## src/rtl/mbist_pkg.sv

```systemverilog
// ---------------------------------------------------------------------------
// mbist_pkg
//   Shared types and constants for the March C- memory BIST block:
//   controller state encoding, memory geometry, data patterns and the
//   per-element March C- tables (direction, read/write presence and values).
// ---------------------------------------------------------------------------
package mbist_pkg;

   localparam int DEPTH    = 16;
   localparam int WIDTH    = 8;
   localparam int AW       = $clog2(DEPTH);
   localparam int NUM_ELEM = 6;
   localparam int EW       = 3;

   localparam logic [WIDTH-1:0] DATA0 = 8'h00;
   localparam logic [WIDTH-1:0] DATA1 = 8'hFF;

   localparam logic [AW-1:0] ADDR_LO = '0;
   localparam logic [AW-1:0] ADDR_HI = AW'(DEPTH - 1);
   localparam logic [EW-1:0] LAST_ELEM = EW'(NUM_ELEM - 1);

   typedef enum logic [1:0] {
      S_IDLE = 2'd0,
      S_RUN  = 2'd1,
      S_DONE = 2'd2
   } state_e;

   // Element tables, bit e describes element Me. Padded to 2**EW bits so the
   // 3-bit element counter always indexes inside the vector.
   //   M0 up(w0)  M1 up(r0,w1)  M2 up(r1,w0)
   //   M3 dn(r0,w1)  M4 dn(r1,w0)  M5 up(r0)
   localparam logic [7:0] ELEM_DOWN   = 8'b0001_1000;
   localparam logic [7:0] ELEM_HAS_RD = 8'b0011_1110;
   localparam logic [7:0] ELEM_HAS_WR = 8'b0001_1111;
   localparam logic [7:0] ELEM_RD_ONE = 8'b0001_0100;
   localparam logic [7:0] ELEM_WR_ONE = 8'b0000_1010;

   // First address visited by an element.
   function automatic logic [AW-1:0] first_addr(input logic [EW-1:0] e);
      return ELEM_DOWN[e] ? ADDR_HI : ADDR_LO;
   endfunction

endpackage

```

## src/rtl/mbist_if.sv

```systemverilog
// ---------------------------------------------------------------------------
// mbist_if
//   Memory access bus between the BIST controller and the SRAM model.
//   we/addr/wdata flow controller -> memory; rdata is the combinational
//   read of word addr.
//   Modports: master (controller), slave (memory).
// ---------------------------------------------------------------------------
interface mbist_if;
   import mbist_pkg::*;

   logic             we;
   logic [AW-1:0]    addr;
   logic [WIDTH-1:0] wdata;
   logic [WIDTH-1:0] rdata;

   modport master (output we, output addr, output wdata, input rdata);
   modport slave  (input we, input addr, input wdata, output rdata);

endinterface

```

## src/rtl/mbist_sram.sv

```systemverilog
// ---------------------------------------------------------------------------
// mbist_sram
//   DEPTH x WIDTH register file: synchronous write, asynchronous read.
//   Contents are never reset. When fault_en is high, bit 0 of word
//   fault_addr reads back as 0 (stuck-at-0 on the read path only).
//   Ports:
//     clk        - write clock
//     bus        - slave side of mbist_if
//     fault_en   - enable stuck-at-0 injection
//     fault_addr - word carrying the injected fault
// ---------------------------------------------------------------------------
module mbist_sram
   import mbist_pkg::*;
(
   input  logic          clk,
   mbist_if.slave        bus,
   input  logic          fault_en,
   input  logic [AW-1:0] fault_addr
);

   logic [WIDTH-1:0] mem [DEPTH];

   always_ff @(posedge clk) begin
      if (bus.we) mem[bus.addr] <= bus.wdata;
   end

   always_comb begin
      bus.rdata = mem[bus.addr];
      if (fault_en && (bus.addr == fault_addr)) bus.rdata[0] = 1'b0;
   end

endmodule

```

## src/rtl/tt_um_mbist.sv

```systemverilog
// ---------------------------------------------------------------------------
// tt_um_mbist
//   TinyTapeout wrapper around a March C- BIST controller and a 16x8 SRAM.
//   Ports:
//     clk     - system clock
//     rst_n   - synchronous reset, asserted HIGH (legacy TT pin name)
//     ena     - design select, unused
//     ui_in   - [0] start, [1] fault_en, [7:4] fault_addr
//     uo_out  - [0] done, [1] fail, [2] busy, [3] 0, [7:4] fail_addr
//     uio_in  - unused
//     uio_out - read data captured at the first failing compare
//     uio_oe  - all ones
//   One memory operation per RUN cycle; 160 operations total.
// ---------------------------------------------------------------------------
module tt_um_mbist
   import mbist_pkg::*;
(
   input  logic       clk,
   input  logic       rst_n,
   input  logic       ena,
   input  logic [7:0] ui_in,
   output logic [7:0] uo_out,
   input  logic [7:0] uio_in,
   output logic [7:0] uio_out,
   output logic [7:0] uio_oe
);

   mbist_if bus ();

   mbist_sram u_sram (
      .clk        (clk),
      .bus        (bus),
      .fault_en   (ui_in[1]),
      .fault_addr (ui_in[7:4])
   );

   logic start;
   assign start = ui_in[0];

   logic unused_ok;
   assign unused_ok = &{1'b0, ena, uio_in, ui_in[3:2]};

   state_e           state_q,     state_d;
   logic [EW-1:0]    elem_q,      elem_d;
   logic [AW-1:0]    addr_q,      addr_d;
   logic             phase_q,     phase_d;
   logic             done_q,      done_d;
   logic             fail_q,      fail_d;
   logic             busy_q,      busy_d;
   logic [AW-1:0]    fail_addr_q, fail_addr_d;
   logic [WIDTH-1:0] fail_data_q, fail_data_d;

   always_ff @(posedge clk) begin
      if (rst_n) begin
         state_q     <= S_IDLE;
         elem_q      <= '0;
         addr_q      <= '0;
         phase_q     <= 1'b0;
         done_q      <= 1'b0;
         fail_q      <= 1'b0;
         busy_q      <= 1'b0;
         fail_addr_q <= '0;
         fail_data_q <= '0;
      end else begin
         state_q     <= state_d;
         elem_q      <= elem_d;
         addr_q      <= addr_d;
         phase_q     <= phase_d;
         done_q      <= done_d;
         fail_q      <= fail_d;
         busy_q      <= busy_d;
         fail_addr_q <= fail_addr_d;
         fail_data_q <= fail_data_d;
      end
   end

   logic             is_read;
   logic             addr_last_op;
   logic             addr_at_end;
   logic [EW-1:0]    elem_nxt;
   logic [WIDTH-1:0] exp_data;

   always_comb begin
      state_d     = state_q;
      elem_d      = elem_q;
      addr_d      = addr_q;
      phase_d     = phase_q;
      done_d      = done_q;
      fail_d      = fail_q;
      busy_d      = busy_q;
      fail_addr_d = fail_addr_q;
      fail_data_d = fail_data_q;

      bus.we    = 1'b0;
      bus.addr  = addr_q;
      bus.wdata = DATA0;

      // Phase 0 is the read when the element has one, otherwise the write.
      is_read      = ELEM_HAS_RD[elem_q] && !phase_q;
      // An address is finished after phase 1, or after phase 0 when the
      // element only has a single operation.
      addr_last_op = phase_q || !(ELEM_HAS_RD[elem_q] && ELEM_HAS_WR[elem_q]);
      addr_at_end  = ELEM_DOWN[elem_q] ? (addr_q == ADDR_LO) : (addr_q == ADDR_HI);
      elem_nxt     = elem_q + EW'(1);
      exp_data     = ELEM_RD_ONE[elem_q] ? DATA1 : DATA0;

      unique case (state_q)
         S_IDLE: begin
            if (start) begin
               state_d     = S_RUN;
               elem_d      = '0;
               addr_d      = first_addr('0);
               phase_d     = 1'b0;
               done_d      = 1'b0;
               fail_d      = 1'b0;
               busy_d      = 1'b1;
               fail_addr_d = '0;
               fail_data_d = '0;
            end
         end

         S_RUN: begin
            if (is_read) begin
               if ((bus.rdata != exp_data) && !fail_q) begin
                  fail_d      = 1'b1;
                  fail_addr_d = addr_q;
                  fail_data_d = bus.rdata;
               end
            end else begin
               bus.we    = 1'b1;
               bus.wdata = ELEM_WR_ONE[elem_q] ? DATA1 : DATA0;
            end

            if (addr_last_op) begin
               phase_d = 1'b0;
               if (addr_at_end) begin
                  if (elem_q == LAST_ELEM) begin
                     state_d = S_DONE;
                     busy_d  = 1'b0;
                     done_d  = 1'b1;
                  end else begin
                     elem_d = elem_nxt;
                     addr_d = first_addr(elem_nxt);
                  end
               end else begin
                  addr_d = ELEM_DOWN[elem_q] ? addr_q - AW'(1) : addr_q + AW'(1);
               end
            end else begin
               phase_d = 1'b1;
            end
         end

         S_DONE: begin
            busy_d = 1'b0;
            done_d = 1'b1;
            if (!start) state_d = S_IDLE;
         end

         default: state_d = S_IDLE;
      endcase
   end

   assign uo_out  = {fail_addr_q, 1'b0, busy_q, fail_q, done_q};
   assign uio_out = fail_data_q;
   assign uio_oe  = 8'hFF;

endmodule

```

## config.mk

```make
export PLATFORM = sky130hd
export DESIGN_NAME = tt_um_mbist
export DESIGN_NICKNAME = d
export VERILOG_FILES = /design/src/rtl/mbist_pkg.sv /design/src/rtl/mbist_if.sv /design/src/rtl/mbist_sram.sv /design/src/rtl/tt_um_mbist.sv
export SDC_FILE = /design/constraint.sdc
export NUM_CORES = 1
export LEC_CHECK = 0
export BUFFER_PORTS_ARGS = -buffer_cell sky130_fd_sc_hd__buf_2
export CAP_MARGIN = 20
export CELL_PAD_IN_SITES_DETAIL_PLACEMENT = 0
export CELL_PAD_IN_SITES_GLOBAL_PLACEMENT = 2
export CORE_AREA = 2 2 82 84
export CTS_CLUSTER_DIAMETER = 120
export DETAILED_ROUTE_END_ITERATION = 8
export DIE_AREA = 0 0 84 86
export GPL_TIMING_DRIVEN = 1
export HOLD_SLACK_MARGIN = 0.08
export PLACE_DENSITY_LB_ADDON = 0.1
export SLEW_MARGIN = 30
export SYNTH_ARGS = -nofsm -noshare
export SYNTH_HDL_FRONTEND = slang
export SYNTH_SLANG_ARGS = --single-unit
```

## constraint.sdc

```tcl
create_clock -name clk -period 6.9 [get_ports clk]
set_clock_uncertainty 0.1 [all_clocks]
set_input_delay 1.38 -clock clk [delete_from_list [all_inputs] [get_ports clk]]
set_output_delay 1.38 -clock clk [all_outputs]
set_load 0.05 [all_outputs]
```

* Word level (Yosys, flattened, before mapping)
Memory sizes are Yosys's and may differ from the RTL's. A register that Yosys moved wholly into a read port is not among the register bits.
Cells that the tools add are included.
W data, S select, Z words.
** Storage, ports and cells
- Memory bits (writable) :: 128
- Output and inout bits :: 24
- Bits in read-only memories :: 48
- Logic and storage cells :: 122
- Flip-flop bits (word level) :: 25
- Memories kept :: 7
** Memory list
- u_sram.mem :: depth 16, bits a word 8, read ports 1, clocked after Yosys merged registers in 1, write ports 1, line mbist_sram.sv:21 : logic [WIDTH-1:0] mem [DEPTH];
- (name not given) :: depth 8, bits a word 1, read ports 1, clocked after Yosys merged registers in 1, write ports 0, line tt_um_mbist.sv:146 : addr_d = ELEM_DOWN[elem_q] ? addr_q - AW'(1) : addr_q + AW'(1);
- (name not given) :: depth 8, bits a word 1, read ports 1, clocked after Yosys merged registers in 0, write ports 0, line mbist_pkg.sv:40 : return ELEM_DOWN[e] ? ADDR_HI : ADDR_LO;
- (name not given) :: depth 8, bits a word 1, read ports 1, clocked after Yosys merged registers in 1, write ports 0, line tt_um_mbist.sv:131 : bus.wdata = ELEM_WR_ONE[elem_q] ? DATA1 : DATA0;
- (name not given) :: depth 8, bits a word 1, read ports 1, clocked after Yosys merged registers in 1, write ports 0, line tt_um_mbist.sv:105 : exp_data = ELEM_RD_ONE[elem_q] ? DATA1 : DATA0;
- (name not given) :: depth 8, bits a word 1, read ports 1, clocked after Yosys merged registers in 1, write ports 0, line tt_um_mbist.sv:102 : addr_last_op = phase_q || !(ELEM_HAS_RD[elem_q] && ELEM_HAS_WR[elem_q]);
- +1 memories
** Cells by class
- Magnitude comparators :: 2
- Equal/unequal tests :: 15
- Add/sub/neg operators :: 3
- Muxes and demuxes :: 68
- Reduce and logical (&&, ||, !) cells :: 18
** Operators by type and width (number)
- $mux W8 :: 7
- $mux W3 :: 14
- $mux W4 :: 10
- $mux W1 :: 23
- $ne A2 B2 Y1 const B :: 8
- $pmux W4 S2 :: 2
- $pmux W8 S2 :: 1
- $reduce_and A5 Y1 :: 3
- $mux W2 :: 5
- $lt A3 B4 Y1 const B :: 2
- $ne A8 B8 Y1 :: 1
- $reduce_and A4 Y1 :: 2
- $pmux W1 S3 :: 2
- $pmux W2 S3 :: 1
- $pmux W3 S2 :: 1
- $add A4 B1 Y4 const B :: 1
- $eq A4 B4 Y1 :: 1
- $eq A4 B4 Y1 const B :: 1
- $logic_and A1 B1 Y1 :: 4
- $logic_not A4 Y1 :: 1
- $pmux W1 S2 :: 2
- $sub A4 B1 Y4 const B :: 1
- $add A3 B1 Y3 const B :: 1
- $eq A3 B3 Y1 const B :: 1
- 9 further kinds :: 11

* Depth between registers and ports, before layout
Gate-level depths: netlist of the first run.
- Depth after elaboration :: 10
- Gate-level depth with buffers :: 9

* Modules after synthesis
A second synthesis of the first run with hierarchy kept.
** Second synthesis, totals
- Cells, all modules :: 403
- Area, all modules :: 6692.7 sq um
** By module, submodules not included
- mbist_sram :: seq. area each 3843.7 sq um, cells each 210, instances 1, area an instance 4964.8 sq um
- tt_um_mbist :: seq. area each 600.6 sq um, cells each 193, instances 1, area an instance 1727.9 sq um

* Worst setup path before layout of the first run
No wires, ideal clock.
- Kind :: input-to-reg
- Start :: input port ui_in[0]
- End :: register with a tool-made name
- Library setup time :: 116 ps
- Setup slack :: 4028 ps
- Required time :: 6684 ps
- Arrival :: 2656 ps
- Stages on the path :: 6
- Buffers on the path :: 0
- Path through :: mux2i_1 > nor2_1 > a31o_2 > a21oi_1 > or2b_1 > o211a_1
** RTL lines
- start, declared :: line tt_um_mbist.sv:21 : input logic [7:0] ui_in,

==> results.cfg, run 1 <==
[yosys]
ys_types = 57
yosysWarningCount = 0
ys_async_sr_fraction_pct = 0
synthesis.instances = 223
netlist_area_sq_mm = 0.00234
yosys_most_used_dff = dfxtp_1
ys_ff_latch = 44
part_of_the_yosys_area_used_for_sequential_elements_pct = 44.4
post_synth.cell_area_avg_sq_um = 10.5
synth-edff-count = 16

[floorplan]
design.portCount = 43
core_sq_mm = 0.00628
num_rows = 29
chipHeight_um = 86
die_x_um = 84
starting_density_pct = 37.4
dieArea_sq_mm = 0.00722

[clock_network]
cts_inserted_buffers = 5
clock_insertion_delay_at_the_later_pin_of_the_skew_report_ns = 0.30
postCtsSetupBuffers = 0
ctsHoldBuffers = 0
cts_tree = yes
h_tree_levels = 2
cts.path.max_buffers = 2
clockRootBuffer = clkbuf_8
clkSlewWorstSetupHoldPaths_ns = 0.09
clock_sink_count = 44
post_cts_resize_count = 0

[drt]
post_drt_wl_per_cell_um = 15.4
detail_routed_via_count_per_cell = 5.28
dr.first_iter.drc_count = 70
final_wirelength_um = 4830
drcViolationCount = 0
route.vias.total = 1657
drtPass1Iterations = 4
postRouteAntennaNets = 0

[finish]
syn2layout_area_growth_pct = 8.00
post_route_cells_drive_above_1_share_pct = 20.7
finalInstanceArea_sq_mm = 0.00253
nNetsFinal = 265
finalCoreUtilization_pct = 40.3
diodes = 0

[timing]
timing_hold_violations_final = 0
hold-worst-slack_ns = 0.382
fmax_mhz = 323
rsz0062_at_grt = no
finalWorstSetupSlack_ns = 3.80
setup_tns_ns = 0
maxSlewHeadroom_pct = 55.3
drv_slew = 0
report.final.setup_viol = 0
timing_worst_slew_pin_value_ns = 0.651
layout_worst_path_cycle_share_pct = 44.9
layout_min_cycle_time_ns = 3.10

[power]
power.leakage_nw = 1.00
pwr_density_cell_mw_per_mm2 = 321
irDropWorstVdd_uv = 161

[worst_setup_path]
crit_required_ns = 7.03
path_max_fanout = 7
worstSetupPathType = in2reg
crit_path_cell_trace = buf_2, mux2i_1, nor2_1, a31o_2, a21oi_1, o21ai_0, mux2i_1
crit_path_end_kind = register
critPathMostFrequentCell = mux2i_1
startpoint_class_of_the_critical_path = input port
critPathMaxStageDelay_ns = 0.46
critPathSlowestCell = mux2i_1
critPathArrivalTime_ns = 3.23

[global_routing]
grt_overflow_total = 0
grt_max_degree = 17
grt_pass1_wl_um = 7870
antenna_found_initial = 0
grt_pass1_vias = 1569
grt.total_usage_pct = 13.8

[placed_design]
place.detailed.hpwl_um = 3570
placedInstanceArea_sq_mm = 0.00242
placement.setup.worst_slack_ns = 3.52
port_buffers = 22
globalplace.congestion = 0.773

[min_path]
worst_hold_path_type = reg2reg

[run_status]
run_status = complete, no violations

[run]
cap_viol_max_count = 0
## synth_stat cells (7+ instances only)
library cell	n	share of area, %
dfxtp_1	28	24
nor2_1	27	4.3
buf_4	18	5.8
edfxtp_1	16	20
mux2i_1	10	4.3
ha_1	9	4.8
nand2_1	9	1.4
a21oi_1	8	1.7
inv_1	7	1.1
nor3_1	7	1.5
## per-layer routing
metal  global-route usage [%]  vias to the layer above  wire length, um
met2                     23.1                       30             2330
li1                         -                      804                -
met5                        0                        -                0
met4                     4.40                        0               55
met3                     2.69                        5              166
met1                     18.1                      818             2290
## metrics by stage
stage,instances,power (mW)
6_report,314,0.814
5_1_grt,314,0.860
4_1_cts,314,0.820
3_5_place_dp,306,0.616
3_3_place_gp,306,0.605
2_1_floorplan,230,0.558
## layout by cell type, fill, tap and decap left out, types with 2 or more instances in the layout
| cell | Yosys | routed |
|---|---|---|
| a211o_1 | 3 | 3 |
| a21o_1 | 2 | 2 |
| a21oi_1 | 8 | 8 |
| a22o_1 | 3 | 3 |
| a31o_2 | 2 | 2 |
| a31oi_1 | 4 | 4 |
| and2_1 | 3 | 3 |
| buf_2 | 2 | 22 |
| clkbuf_8 | 0 | 5 |
| conb_1 | 2 | 9 |
| dfxtp_1 | 28 | 28 |
| edfxtp_1 | 16 | 16 |
| ha_1 | 9 | 9 |
| inv_1 | 7 | 7 |
| mux2i_1 | 10 | 10 |
| mux4_2 | 4 | 4 |
| nand2_1 | 9 | 9 |
| nand2b_1 | 4 | 4 |
| nand3_1 | 2 | 2 |
| nand3b_1 | 3 | 3 |
| nand4_1 | 2 | 2 |
| nor2_1 | 27 | 27 |
| nor3_1 | 7 | 7 |
| o21ai_0 | 4 | 4 |
| o22ai_1 | 3 | 3 |
| or3_1 | 3 | 3 |
| xnor2_1 | 3 | 3 |
| xor2_1 | 4 | 4 |
## final timing paths
path,endpoint,slack [ns],depth (start not counted),start
setup / recovery,register,3.80,7,ui_in[0]
hold / removal,fail_addr_q[0],0.38,1,fail_addr_q[0]
hold reg to reg,fail_addr_q[0],0.38,1,fail_addr_q[0]
setup reg to reg,register,4.14,8,state_q[1]
## logic make-up (layout without fill, tap and decap cells)
kind of cell | count (synthesis) | after routing | synth area share [%]
DFF | 44 | 44 | 44.4
other | 2 | 9 | 0.320
adders and majority gates | 10 | 10 | 5.66
and+or+nand+nor | 69 | 69 | 14.9
buffers and inverters | 32 | 39 | 8.43
muxes | 16 | 16 | 9.55
AOI/OAI and AO/OA | 43 | 43 | 14.1
xor gates and xnor gates | 7 | 7 | 2.61
## area by class of cell
| type | count | area [sq um] |
|---|---|---|
| flip-flops and latches | 44 | 1040 |
| repair buffers | 23 | 118 |
| well taps | 77 | 96.3 |
| clock buffers | 5 | 68.8 |
| fillers | 636 | 3740 |
| clock inverters | 3 | 46.3 |
| inverters | 8 | 30.0 |
| multi-input cells | 154 | 1130 |
## worst max-delay path: cells and delay by family
kind / cells / cell delay (ns)
AOI/OAI and AO/OA: 3 / 0.85
buffers and inverters: 1 / 0.12
and+or+nand+nor: 1 / 0.24
muxes: 2 / 0.65
## power by group
part | internal [mW] | leakage (nW) | switching [mW] | total [mW]
sequential | 0.299 | 0.372 | 0.0237 | 0.322
combinational | 0.0954 | 0.574 | 0.192 | 0.287
clock | 0.109 | 0.0548 | 0.0952 | 0.204
total | 0.503 | 1.00 | 0.311 | 0.814
(Power assumes the default switching activity.)
==> run 2: changes to the inputs <==
--- a/config.mk
+++ b/config.mk
@@ -9,10 +9,10 @@
 export CAP_MARGIN = 20
 export CELL_PAD_IN_SITES_DETAIL_PLACEMENT = 0
 export CELL_PAD_IN_SITES_GLOBAL_PLACEMENT = 2
-export CORE_AREA = 2 2 82 84
+export CORE_AREA = 2 2 85 87
 export CTS_CLUSTER_DIAMETER = 120
 export DETAILED_ROUTE_END_ITERATION = 8
-export DIE_AREA = 0 0 84 86
+export DIE_AREA = 0 0 87 89
 export GPL_TIMING_DRIVEN = 1
 export HOLD_SLACK_MARGIN = 0.08
 export PLACE_DENSITY_LB_ADDON = 0.1
==> constraint.sdc (replaced) <==
create_clock -name clk -period 3.1 [get_ports clk]
set_clock_uncertainty 0.1 [all_clocks]
set_input_delay 0.62 -clock clk [delete_from_list [all_inputs] [get_ports clk]]
set_output_delay 0.62 -clock clk [all_outputs]
set_load 0.05 [all_outputs]
==> results.cfg, run 2 (same netlist as run 1, synthesis figures left out) <==
[power]
pwr-share-seq_pct = 38.7
power.net_switching_uw = 704
power.share.switching_pct = 38.4
power.leakage_nw = 1.02
pwr_density_cell_mw_per_mm2 = 717
clkPwrFrac_pct = 25.4
power_mw = 1.84
power_report.internal_total_mw = 1.13
combPwrFrac_pct = 35.9
irDropWorstVdd_uv = 253

[timing]
maxSlewHeadroom_pct = 48.1
timing_worst_slew_pin_value_ns = 0.757
layout_worst_path_cycle_share_pct = 87.2
rsz0062_at_grt = no
timing_hold_violations_final = 0
setup_tns_ns = 0
report.final.setup_viol = 0
drv_slew = 0
fmax_mhz = 370
layout_min_cycle_time_ns = 2.70

[finish]
final_cell_mix = dfxtp_1 (28), nor2_1 (27), buf_2 (22), edfxtp_1 (16), mux2i_1 (10)
diodes = 0
nNetsFinal = 268
layout.cells.most_common = dfxtp_1
syn2layout_area_growth_pct = 9.12
post_route_cells_drive_above_1_share_pct = 21.7
number_of_fillers_in_the_final_layout = 688

[placed_design]
place.detailed.hpwl_um = 3730
globalplace.congestion = 0.822
port_buffers = 22

[global_routing]
grt_pass1_wl_um = 8180
grt_max_degree = 17
grt_pass1_vias = 1617
grt.total_usage_pct = 14.0
antenna_found_initial = 0
grt_overflow_total = 0

[floorplan]
die_x_um = 87
chipHeight_um = 89
num_rows = 30
core_sq_mm = 0.00672
starting_density_pct = 34.9
design.portCount = 43
dieArea_sq_mm = 0.00774

[drt]
dr_wl_met2_um = 2360
postRouteAntennaNets = 0
dr.first_iter.drc_count = 70
detail_routed_via_count_per_cell = 5.17
met3_wire_len_um = 201
final_wirelength_um = 5040
top_layer = met4
m1_wl_um = 2380
drtPass1Iterations = 6
drcViolationCount = 0
route.vias.total = 1655
post_drt_wl_per_cell_um = 15.8

[clock_network]
post_cts_resize_count = 0
clock_insertion_delay_at_the_later_pin_of_the_skew_report_ns = 0.31
clkSlewWorstSetupHoldPaths_ns = 0.09
ctsHoldBuffers = 0
cts_tree = yes
cts.path.max_buffers = 2
cts_inserted_buffers = 5
clock_sink_count = 44
h_tree_levels = 2
postCtsSetupBuffers = 0
clockRootBuffer = clkbuf_8

[run]
cap_viol_max_count = 0

[worst_setup_path]
critPathArrivalTime_ns = 2.83
startpoint_class_of_the_critical_path = register
crit_required_ns = 3.22
path_max_fanout = 7
worstSetupPathType = reg2reg
crit_path_end_kind = register

[min_path]
worst_hold_path_type = reg2reg

[run_status]
run_status = complete, no violations
==> run 2: final timing paths <==
kind / start / endpoint / slack [ns] / depth (start not counted)
hold reg to reg: fail_addr_q[1] / fail_addr_q[1] / 0.38 / 1
setup reg to reg: state_q[0] / register / 0.40 / 8
hold / removal: fail_addr_q[1] / fail_addr_q[1] / 0.38 / 1
setup / recovery: state_q[0] / register / 0.40 / 8
==> run 2: worst max-delay path: stages (launching register included) <==
cell and delay [ns]:
dfxtp_1 0.39, inv_1 0.09, ha_1 0.24, mux2i_1 0.47, nor2_1 0.25, a31o_2 0.26
a21oi_1 0.35, o21ai_0 0.23, mux2i_1 0.24
==> run 2: area by class of cell <==
type / instances / area [sq um] / area share (%)
clock inverters: 3 / 46.3 / 1.81
flip-flops and latches: 44 / 1040 / 40.7
multi-input cells: 154 / 1130 / 44.3
clock buffers: 5 / 68.8 / 2.69
inverters: 8 / 30.0 / 1.17
well taps: 80 / 100 / 3.91
repair buffers: 26 / 140 / 5.48
==> run 2: routing by layer <==
metal | vias to the layer above | GRT usage [%]
met3 | 10 | 3.97
met5 | - | 0
met4 | 0 | 4.83
met2 | 37 | 22.5
met1 | 803 | 18.2
li1 | 805 | -
==> run 2: per-stage QoR <==
stage	utilization [%]	instance area, sq um	cells	setup WS [ns]	hold WS, ns
detailed placement	36.4	2440	312	0.363	0.361
floorplan	-	2370	230	0.858	0.344
finish	38.1	2560	320	0.397	0.380
global route	38.1	2560	320	0.165	0.409
CTS	38.1	2560	320	0.380	0.384
global placement	36.4	2440	312	0.384	0.360
==> run 2: power groups by stage <==
stage | registers [mW] | clock network, mW | logic [mW]
floorplan | 0.716 | 0 | 0.527
global placement | 0.719 | 0 | 0.646
detailed placement | 0.724 | 0 | 0.660
CTS | 0.712 | 0.474 | 0.663
global route | 0.719 | 0.502 | 0.730
finish | 0.710 | 0.466 | 0.659
